## config.mk

```make
export PLATFORM = sky130hd
export DESIGN_NAME = branch_resolve_queue
export DESIGN_NICKNAME = d
export VERILOG_FILES = /design/src/rtl/branch_resolve_queue.sv
export SDC_FILE = /design/constraint.sdc
export NUM_CORES = 1
export LEC_CHECK = 0
export ABC_AREA = 1
export ABC_CLOCK_PERIOD_IN_PS = 4800
export CAP_MARGIN = 20
export CORE_UTILIZATION = 45
export DETAILED_ROUTE_END_ITERATION = 12
export PLACE_DENSITY = 0.66
export SLEW_MARGIN = 20
export SYNTH_ARGS = -nofsm -noshare
export SYNTH_HDL_FRONTEND = slang
export SYNTH_SLANG_ARGS = --single-unit
```

## constraint.sdc

```tcl
create_clock -name clk -period 4.8 [get_ports clk]
set_clock_uncertainty 0.05 [all_clocks]
set_input_delay 0.96 -clock clk [delete_from_list [all_inputs] [get_ports clk]]
set_output_delay 0.96 -clock clk [all_outputs]
set_load 0.01 [all_outputs]
```

## src/rtl/branch_resolve_queue.sv

```systemverilog
// In-order queue of fetch-time predictions; pops the oldest entry at execute,
// compares it with the resolved outcome and drives table-update and redirect strobes.
module branch_resolve_queue #(
   parameter int DEPTH = 4,
   parameter int PC_W  = 32,
   parameter int SUM_W = 9,
   parameter int THETA = 44,
   parameter int CNT_W = 16
) (
   input  logic                     clk,
   input  logic                     rst,
   input  logic                     enq_valid,
   output logic                     enq_ready,
   input  logic [PC_W-1:0]          enq_pc,
   input  logic                     enq_taken,
   input  logic [PC_W-1:0]          enq_target,
   input  logic [SUM_W-1:0]         enq_sum,
   input  logic [1:0]               enq_status,
   input  logic                     res_valid,
   input  logic                     res_taken,
   input  logic [PC_W-1:0]          res_target,
   input  logic                     res_is_branch,
   output logic                     upd_valid,
   output logic [PC_W-1:0]          upd_pc,
   output logic                     upd_train,
   output logic                     upd_bst,
   output logic                     upd_dir,
   output logic                     mispredict,
   output logic [PC_W-1:0]          redirect_pc,
   output logic [$clog2(DEPTH):0]   count,
   output logic [CNT_W-1:0]         mis_cnt,
   output logic                     underflow
);

   localparam int PTR_W = $clog2(DEPTH);
   localparam int CW    = PTR_W + 1;

   localparam logic [0:0] RUN   = 1'b0;
   localparam logic [0:0] FLUSH = 1'b1;

   localparam logic [CW-1:0]    DEPTH_C = CW'(DEPTH);
   localparam logic [SUM_W:0]   THETA_C = (SUM_W + 1)'(THETA);
   localparam logic [PC_W-1:0]  PC_STEP = PC_W'(4);

   logic [PC_W-1:0]  pc_q     [DEPTH];
   logic             taken_q  [DEPTH];
   logic [PC_W-1:0]  target_q [DEPTH];
   logic [SUM_W-1:0] sum_q    [DEPTH];
   logic [1:0]       status_q [DEPTH];

   logic [0:0]       state;
   logic             live;
   logic [PTR_W-1:0] rd_ptr;
   logic [PTR_W-1:0] wr_ptr;

   logic             do_push;
   logic             do_pop;
   logic             no_head;
   logic [PC_W-1:0]  h_pc;
   logic             h_taken;
   logic [PC_W-1:0]  h_target;
   logic [SUM_W-1:0] h_sum;
   logic [1:0]       h_status;
   logic             dir_miss;
   logic             tgt_miss;
   logic             mis;
   logic [SUM_W:0]   sum_ext;
   logic [SUM_W:0]   abs_sum;
   logic             train;
   logic             bst;
   logic [PC_W-1:0]  nxt_pc;

   always_comb begin
      enq_ready = live && (state == RUN) && (count < DEPTH_C);
      do_push   = enq_valid && enq_ready;
      do_pop    = (state == RUN) && res_valid && (count != '0);
      no_head   = (state == RUN) && res_valid && (count == '0);

      h_pc      = pc_q[rd_ptr];
      h_taken   = taken_q[rd_ptr];
      h_target  = target_q[rd_ptr];
      h_sum     = sum_q[rd_ptr];
      h_status  = status_q[rd_ptr];

      dir_miss  = h_taken != res_taken;
      tgt_miss  = h_taken && res_taken && (h_target != res_target);
      mis       = dir_miss || tgt_miss;

      // One extra bit so the most negative sum has a representable magnitude
      sum_ext   = {h_sum[SUM_W-1], h_sum};
      abs_sum   = sum_ext[SUM_W] ? (~sum_ext + 1'b1) : sum_ext;
      train     = res_is_branch && (dir_miss || (abs_sum <= THETA_C));
      bst       = res_is_branch || (h_status != 2'b00);
      nxt_pc    = res_taken ? res_target : (h_pc + PC_STEP);
   end

   always_ff @(posedge clk) begin
      if (do_push) begin
         pc_q[wr_ptr]     <= enq_pc;
         taken_q[wr_ptr]  <= enq_taken;
         target_q[wr_ptr] <= enq_target;
         sum_q[wr_ptr]    <= enq_sum;
         status_q[wr_ptr] <= enq_status;
      end
   end

   always_ff @(posedge clk or negedge rst) begin
      if (!rst) begin
         state       <= RUN;
         live        <= 1'b0;
         rd_ptr      <= '0;
         wr_ptr      <= '0;
         count       <= '0;
         upd_valid   <= 1'b0;
         upd_pc      <= '0;
         upd_train   <= 1'b0;
         upd_bst     <= 1'b0;
         upd_dir     <= 1'b0;
         mispredict  <= 1'b0;
         redirect_pc <= '0;
         mis_cnt     <= '0;
         underflow   <= 1'b0;
      end else begin
         live       <= 1'b1;
         upd_valid  <= do_pop;
         upd_train  <= do_pop && train;
         upd_bst    <= do_pop && bst;
         mispredict <= do_pop && mis;
         if (do_pop) begin
            upd_pc      <= h_pc;
            upd_dir     <= res_taken;
            redirect_pc <= nxt_pc;
         end
         if (no_head)
            underflow <= 1'b1;

         if (state == FLUSH) begin
            state <= RUN;
         end else if (do_pop && mis) begin
            // Wrong-path entries, including any same-cycle push, are discarded
            state  <= FLUSH;
            rd_ptr <= '0;
            wr_ptr <= '0;
            count  <= '0;
            if (mis_cnt != '1)
               mis_cnt <= mis_cnt + CNT_W'(1);
         end else begin
            if (do_push)
               wr_ptr <= wr_ptr + PTR_W'(1);
            if (do_pop)
               rd_ptr <= rd_ptr + PTR_W'(1);
            if (do_push && !do_pop)
               count <= count + CW'(1);
            else if (do_pop && !do_push)
               count <= count - CW'(1);
         end
      end
   end

endmodule

```

==> results.md, run 1 <==
- Crit-path cells: inv_4 -> buf_4 -> nand2_1 -> nand3_1 -> nand3_1 -> nand2_1 -> inv_1 -> nand2_1 -> nor2_1 -> nand2_1 -> nor2_1 -> nand2_1 -> nand2_1 -> nand2_4 -> nand3_2 -> nand2_1 -> nand2_1
- Sequential fraction of the synthesis area: 0.656
- RSZ-0062 raised after global routing: no
- PwrDens: 589 nW/um2
- Worst Path Buf+Inv: 3
- Crit end category: flip-flop
- Cell taking the most area after synthesis: edfxtp_1
- R2R Setup Slk: 1.45 ns
- Pleak: 8.36 nW
- Max-cap violations: 0
- Top_reg_cell synth: edfxtp_1
- Gr busiest metal: met2
- WHS: 0.320 ns
- Period utilization: 0.697
- Worst-margin pin slew: 1.05 ns
- VDD IR-drop max: 0.371 mV
- Worst path required time: 5.18 ns
- EDFF count, synth: 304
- Routed vias/inst: 5.30
- Clock power frac: 0.247
- Post-layout util: 0.560
- Fin worst setup slack: 1.45 ns
- Fmax: 299 MHz
- Origin of the worst setup path: rd_ptr[0]
- DR WL/cell: 19.4 um
- Ys Warns: 0
- Die Span Y: 199 um
- CP startpoint kind: flip-flop
- Detail Route Antenna Nets: 0
- Dpl hpwl: 30,000 um
- Post-synthesis cell type count: 52
- Final wirelength: 46,600 um
- Psw: 4.75 mW
- Ports: 204
- Slowest-stage cell, CP: inv_4
- Largest net degree at the start of global routing: 150
- Post-Place Setup Slack: 1.45 ns
- DRC Markers: 0
- Layout area overhead: 21.4%
- First-pass GRT wire length: 70,800 um
- Launch point of the worst reg-to-reg path: rd_ptr[0]
- Syn_nets: 1,794
- Slew Limit Fails: 0
- Cts bufs inserted: 42
- Starting density of the core: 0.461
- First drt pass iteration count: 5
- Status: completed
- Slew margin rel.: 0.302
- Comb pwr share: 0.382
- Die area: 39,800 um2
- Clk_lat worst skew: 0.54 ns
- Fillers: 3,293
- Die W: 199 um
- CTS sink cnt: 399
- # rows: 71
- Setup_tns: 0 ns
- Post-Syn Instances: 1,672
- Sw Ratio: 0.379
- Met3 Use GR: 0.0488
- CTS tree: done
- PortBufs: 203
- Setup bufs post-CTS: 0
- Arr. time, crit path: 3.73 ns
- Total track usage: 0.239
- Hold Vio Cnt, Final: 0
- Met2 Resource Use GR: 0.379
- Gr ovfl total: 0
- Pint: 7.79 mW
- Hold_buf cts: 0
- Fraction of layout cells with a size suffix above 1: 0.0756
- Count leader, synth: nand2_1
- Initial drt markers: 1,183
- Fin cells: 2,404
- Reg power frac: 0.370
- Flops & latches, synth: 399
- Endpoints failing setup: 0
- Vias in the first global route: 12,000
- Top cells by area, synth: edfxtp_1 52%, dfrtp_1 14%, nand2_1 12%
- Core Area: 38,000 um2
- Top delay family on crit path: simple AND/OR/NAND/NOR gates
- CTS H-tree depth: 2
- Top fanout value on the critical path: 69
- Cell Area, Synth: 17,500 um2
- Reg clk slew, reported paths: 0.06 ns
- Fraction of registers with async set or reset after synthesis: 0.238
- Met1 Usage GRT: 0.332
- Critical path's most frequent cell: nand2_1
- Min-Delay Path Class: primary input to async pin
- Final Critical Period: 3.35 ns
- Clock buffer depth: 3
- Gpl congestion: 0.937
- Root Driver: clkbuf_16
- Critical path class: flip-flop to flip-flop
- Placed cells: 2,326
- Syn_area_per_cell: 10.5 um2
- CP peak stage delay: 0.58 ns
- Vias: 12,800
- Synth cell count leaders: 579 x nand2_1, 304 x edfxtp_1, 201 x nand3_1
- Post-CTS sizing: 0
- Nets@finish: 1,981
- Yosys top cell area share: 0.520
- Initial antenna violation count: 3
cell type report:
cell class                      instances  area, um2  share of cell area
Tap cell                              511        639              0.0300
Inverter                               82        310              0.0146
Clock inverter                         11       81.3             0.00382
Multi-Input combinational cell       1114       5260               0.247
Antenna cell                            1       2.50            0.000117
Sequential cell                       399      11500               0.540
Timing Repair Buffer                  220       2260               0.106
Clock buffer                           66       1230              0.0579
state kept, by name (all words and copies together), names as in the netlist, 2 cells and up:
name and flops:
count 3, mis_cnt 16, pc_q 128, rd_ptr 2, redirect_pc 32, status_q 8, sum_q 36, taken_q 4
target_q 128, upd_pc 32, wr_ptr 2
cells in the final DEF (no fill, tap or decap), drive strengths merged, types with 2 or more instances in the layout:
cell,n
a21oi,37
a31o,5
a32o,4
and2,2
buf,18
clkbuf,66
clkdlybuf4s50,202
clkinv,8
dfrtp,95
edfxtp,304
ha,7
inv,83
nand2,600
nand3,205
nand3b,3
nand4,29
nor2,89
nor3,23
nor4,3
o211ai,7
o21ai,54
o22a,2
o22ai,2
o32ai,2
or2,2
xnor2,10
xor2,19
power groups by stage:
stage	registers [mW]	logic (mW)	clock network (mW)
6_report	4.64	4.80	3.10
4_1_cts	4.63	4.82	3.15
5_1_grt	4.69	5.31	3.28
2_1_floorplan	4.74	2.97	0
3_5_place_dp	4.69	4.79	0
3_3_place_gp	4.69	4.71	0
final timing paths:
kind / to / cells past startpoint
min in group clk: underflow / 1
worst min-delay path: redirect_pc[8] / 1
max in group asynchronous: upd_pc[29] / 2
worst min register to register: underflow / 1
worst max register to register: mis_cnt[14] / 17
worst max-delay path: mis_cnt[14] / 17
stage by stage:
step / instance area (um2) / power, mW
2_1_floorplan: 17500 / 7.70
3_3_place_gp: 20000 / 9.40
3_5_place_dp: 20000 / 9.48
4_1_cts: 21300 / 12.6
5_1_grt: 21300 / 13.3
6_report: 21300 / 12.5
logic make-up after synthesis:
logic type | Yosys count | synth area share
adder cells (fa/ha/maj) | 8 | 0.00613
other | 1 | 0.000214
buffers and inverters | 159 | 0.0464
flip-flops | 399 | 0.656
XOR/XNOR | 29 | 0.0145
AND/OR/NAND/NOR | 959 | 0.239
AO/OA/AOI/OAI | 117 | 0.0384
per-layer routing:
layer	wire [um]	part of all wire
met1	19900	0.43
met2	21900	0.47
met3	3660	0.079
met4	1140	0.025
met5	25	0.00054
Note: power is estimated with default switching activity, not from simulation.
==> run 2, diff against run 1 <==
- ABC_CLOCK_PERIOD_IN_PS: 4800 -> 2750
- clock period: 4.8 -> 2.75 ns (I/O delays scaled with it)
==> results.md, run 2 (synthesized netlist as in run 1, its figures left out) <==
- Clock buffer depth: 3 (unchanged)
- DRC Markers: 0 (unchanged)
- Multi-input logic area: 5280 um2 (was 5260 um2)
- Pint: 14.3 mW (was 7.79 mW)
- Dpl hpwl: 33,200 um (was 30,000 um)
- Status: completed (unchanged)
- Min-Delay Path Class: primary input to async pin (unchanged)
- Slew Limit Fails: 0 (unchanged)
- Vias: 13,100 (was 12,800)
- Final wirelength: 49,700 um (was 46,600 um)
- Worst-margin pin slew: 0.552 ns (was 1.05 ns)
- Endpoints failing setup: 0 (unchanged)
- Fin worst setup slack: 0.112 ns (was 1.45 ns)
- CP startpoint kind: flip-flop (unchanged)
- CTS sink cnt: 399 (unchanged)
- FF/Latch Area: 11,500 um2 (unchanged)
- Routed vias/inst: 5.32 (was 5.30)
- DR WL/cell: 20.2 um (was 19.4 um)
- Core Area: 38,000 um2 (unchanged)
- Sw Ratio: 0.379 (about the same)
- Max-cap violations: 0 (unchanged)
- Ports: 204 (unchanged)
- Clk_lat worst skew: 0.58 ns (was 0.54 ns)
- Worst path required time: 3.17 ns (was 5.18 ns)
- Layout area overhead: 25.8% (was 21.4%)
- Top delay family on crit path: simple AND/OR/NAND/NOR gates (unchanged)
- Slew margin rel.: 0.632 (was 0.302)
- First drt pass iteration count: 8 (was 5)
- Vias in the first global route: 12,500 (was 12,000)
- Top Registers: pc_q (128), target_q (128), sum_q (36) (unchanged)
- RSZ-0062 raised after global routing: yes (was no)
- Initial drt markers: 1,100 (was 1,183)
- Total design power: 23.1 mW (was 12.5 mW)
- Crit end category: flip-flop (unchanged)
- Die W: 199 um (unchanged)
- Detail Route Antenna Nets: 0 (unchanged)
- Initial antenna violation count: 2 (was 3)
- Critical path class: flip-flop to flip-flop (unchanged)
- Gpl congestion: 0.944 (was 0.937)
- Ant. Diodes: 0 (was 1)
- Slowest-stage cell, CP: dfrtp_4 (was inv_4)
- Comb pwr share: 0.405 (was 0.382)
- Top fanout value on the critical path: 24 (was 69)
- Gr ovfl total: 0 (unchanged)
- VDD IR-drop max: 0.656 mV (was 0.371 mV)
- Cts bufs inserted: 43 (was 42)
- Nets@finish: 2,040 (was 1,981)
- Period utilization: 0.959 (was 0.697)
- Fillers: 3,225 (was 3,293)
- Total track usage: 0.248 (was 0.239)
- Origin of the worst setup path: rd_ptr[0] (unchanged)
- Starting density of the core: 0.461 (unchanged)
- Placed cells: 2,375 (was 2,326)
- PwrDens: 1050 nW/um2 (was 589 nW/um2)
- Worst Path Buf+Inv: 4 (was 3)
- WHS: 0.395 ns (was 0.320 ns)
- Psw: 8.76 mW (was 4.75 mW)
- CTS H-tree depth: 2 (unchanged)
- Most frequent cells in the layout: 577 x nand2_1, 304 x edfxtp_1, 202 x clkdlybuf4s50_1, 201 x nand3_1, 93 x dfrtp_1 (was 578 x nand2_1, 304 x edfxtp_1, 202 x clkdlybuf4s50_1, 201 x nand3_1, 93 x dfrtp_1)
- Pleak: 8.79 nW (was 8.36 nW)
- Hold Vio Cnt, Final: 0 (unchanged)
- Post-Place Setup Slack: -0.0599 ns (was 1.45 ns)
- CTS tree: done (unchanged)
- First-pass GRT wire length: 72,800 um (was 70,800 um)
- CP peak stage delay: 0.54 ns (was 0.58 ns)
- PortBufs: 203 (unchanged)
- Root Driver: clkbuf_16 (unchanged)
- Reg power frac: 0.350 (was 0.370)
- Placed inst area: 20,500 um2 (was 20,000 um2)
- Post-layout instance area: 22,100 um2 (was 21,300 um2)
- Die Span Y: 199 um (unchanged)
- Final Critical Period: 2.64 ns (was 3.35 ns)
- R2R Setup Slk: 0.11 ns (was 1.45 ns)
- Launch point of the worst reg-to-reg path: rd_ptr[0] (unchanged)
- Commonest non-fill, non-tap cell in the layout: nand2_1 (unchanged)
- Fin cells: 2,464 (was 2,404)
- Die area: 39,800 um2 (unchanged)
- Crit-path cells: clkinv_8 -> buf_12 -> buf_12 -> buf_4 -> nand2_1 -> nand3_1 -> nand2_1 -> nor2_1 -> nand4_1 -> nor3_1 -> or2_2 -> nand3_1 -> nand2_1 -> nand2_1 (was inv_4 -> buf_4 -> nand2_1 -> nand3_1 -> nand3_1 -> nand2_1 -> inv_1 -> nand2_1 -> nor2_1 -> nand2_1 -> nor2_1 -> nand2_1 -> nand2_1 -> nand2_4 -> nand3_2 -> nand2_1 -> nand2_1)
- Fraction of layout cells with a size suffix above 1: 0.109 (was 0.0756)
- Critical path's most frequent cell: nand2_1 (unchanged)
- Clock power frac: 0.245 (was 0.247)
- Reg clk slew, reported paths: 0.06 ns (about the same)
- Arr. time, crit path: 3.05 ns (was 3.73 ns)
- Largest net degree at the start of global routing: 112 (was 150)
- Fmax: 379 MHz (was 299 MHz)
- # rows: 71 (unchanged)
## run 2: cell types whose count changed in the layout (fill, tap and decap cells not counted), moves of 3 or more
cell	delta
clkinv_8	+3
buf_4	+37
buf_12	+11
clkinv_2	+7
clkbuf_8	-5
clkbuf_1	-7
buf_6	+3
## run 2: cell type report
| cell class | instances | area share |
|---|---|---|
| timing repair inverter | 1 | 0.000397 |
| clock inverter | 26 | 0.0112 |
| multi-input combinational | 1114 | 0.239 |
| sequential | 399 | 0.521 |
| tap | 511 | 0.0290 |
| clock buffer | 54 | 0.0515 |
| inverter | 82 | 0.0145 |
| timing repair buffer | 277 | 0.133 |
## run 2: repair_timing
action / CTS / global route
setup buffers: 0 / 4
gates resized for setup: 2 / 8
endpoints found under the setup margin: 1 / 29
hold buffers: 1 / 0
cloned: 1 / 3
hold endpoints to repair: 22 / 0
## run 2: path summary, 6_finish.rpt
kind	to	cells after the start
worst max-delay path	redirect_pc[21]	14
worst min-delay path	upd_pc[13]	2
worst max register to register	redirect_pc[21]	14
worst min register to register	underflow	1
max in group asynchronous	upd_pc[26]	3
min in group clk	underflow	1
## run 2: power groups by stage
stage | Sequential (mW) | Clock (mW) | Combinational (mW)
4_1_cts | 8.08 | 5.74 | 9.09
5_1_grt | 8.17 | 5.98 | 10.2
3_3_place_gp | 8.18 | 0 | 8.81
2_1_floorplan | 8.23 | 0 | 5.20
3_5_place_dp | 8.18 | 0 | 8.94
6_report | 8.10 | 5.65 | 9.36
## run 2: routing by layer
metal  wire (um)  up-vias  part of all wire  GRT usage
met5          25        -           0.00050          0
met4        1280        4             0.026     0.0905
met3        3990       71             0.080     0.0486
met2       23500      504              0.47      0.396
met1       21000     6344              0.42      0.337
li1            -     6192                 -          -
## run 2: worst reg2reg max path, cell delays in order, from the launching register on
cell      delay (ns)
dfrtp_4         0.54
clkinv_8        0.11
buf_12          0.13
buf_12          0.16
buf_4           0.12
nand2_1         0.04
nand3_1         0.06
nand2_1         0.16
nor2_1          0.26
nand4_1         0.16
nor3_1          0.38
or2_2           0.18
nand3_1         0.06
nand2_1         0.07
nand2_1         0.05
## run 2: through the flow
step | util | setup TNS [ns]
6_report | 0.581 | 0
2_1_floorplan | - | 0
3_5_place_dp | 0.539 | -0.0599
3_3_place_gp | 0.539 | 0
4_1_cts | 0.577 | 0
5_1_grt | 0.581 | -0.0228
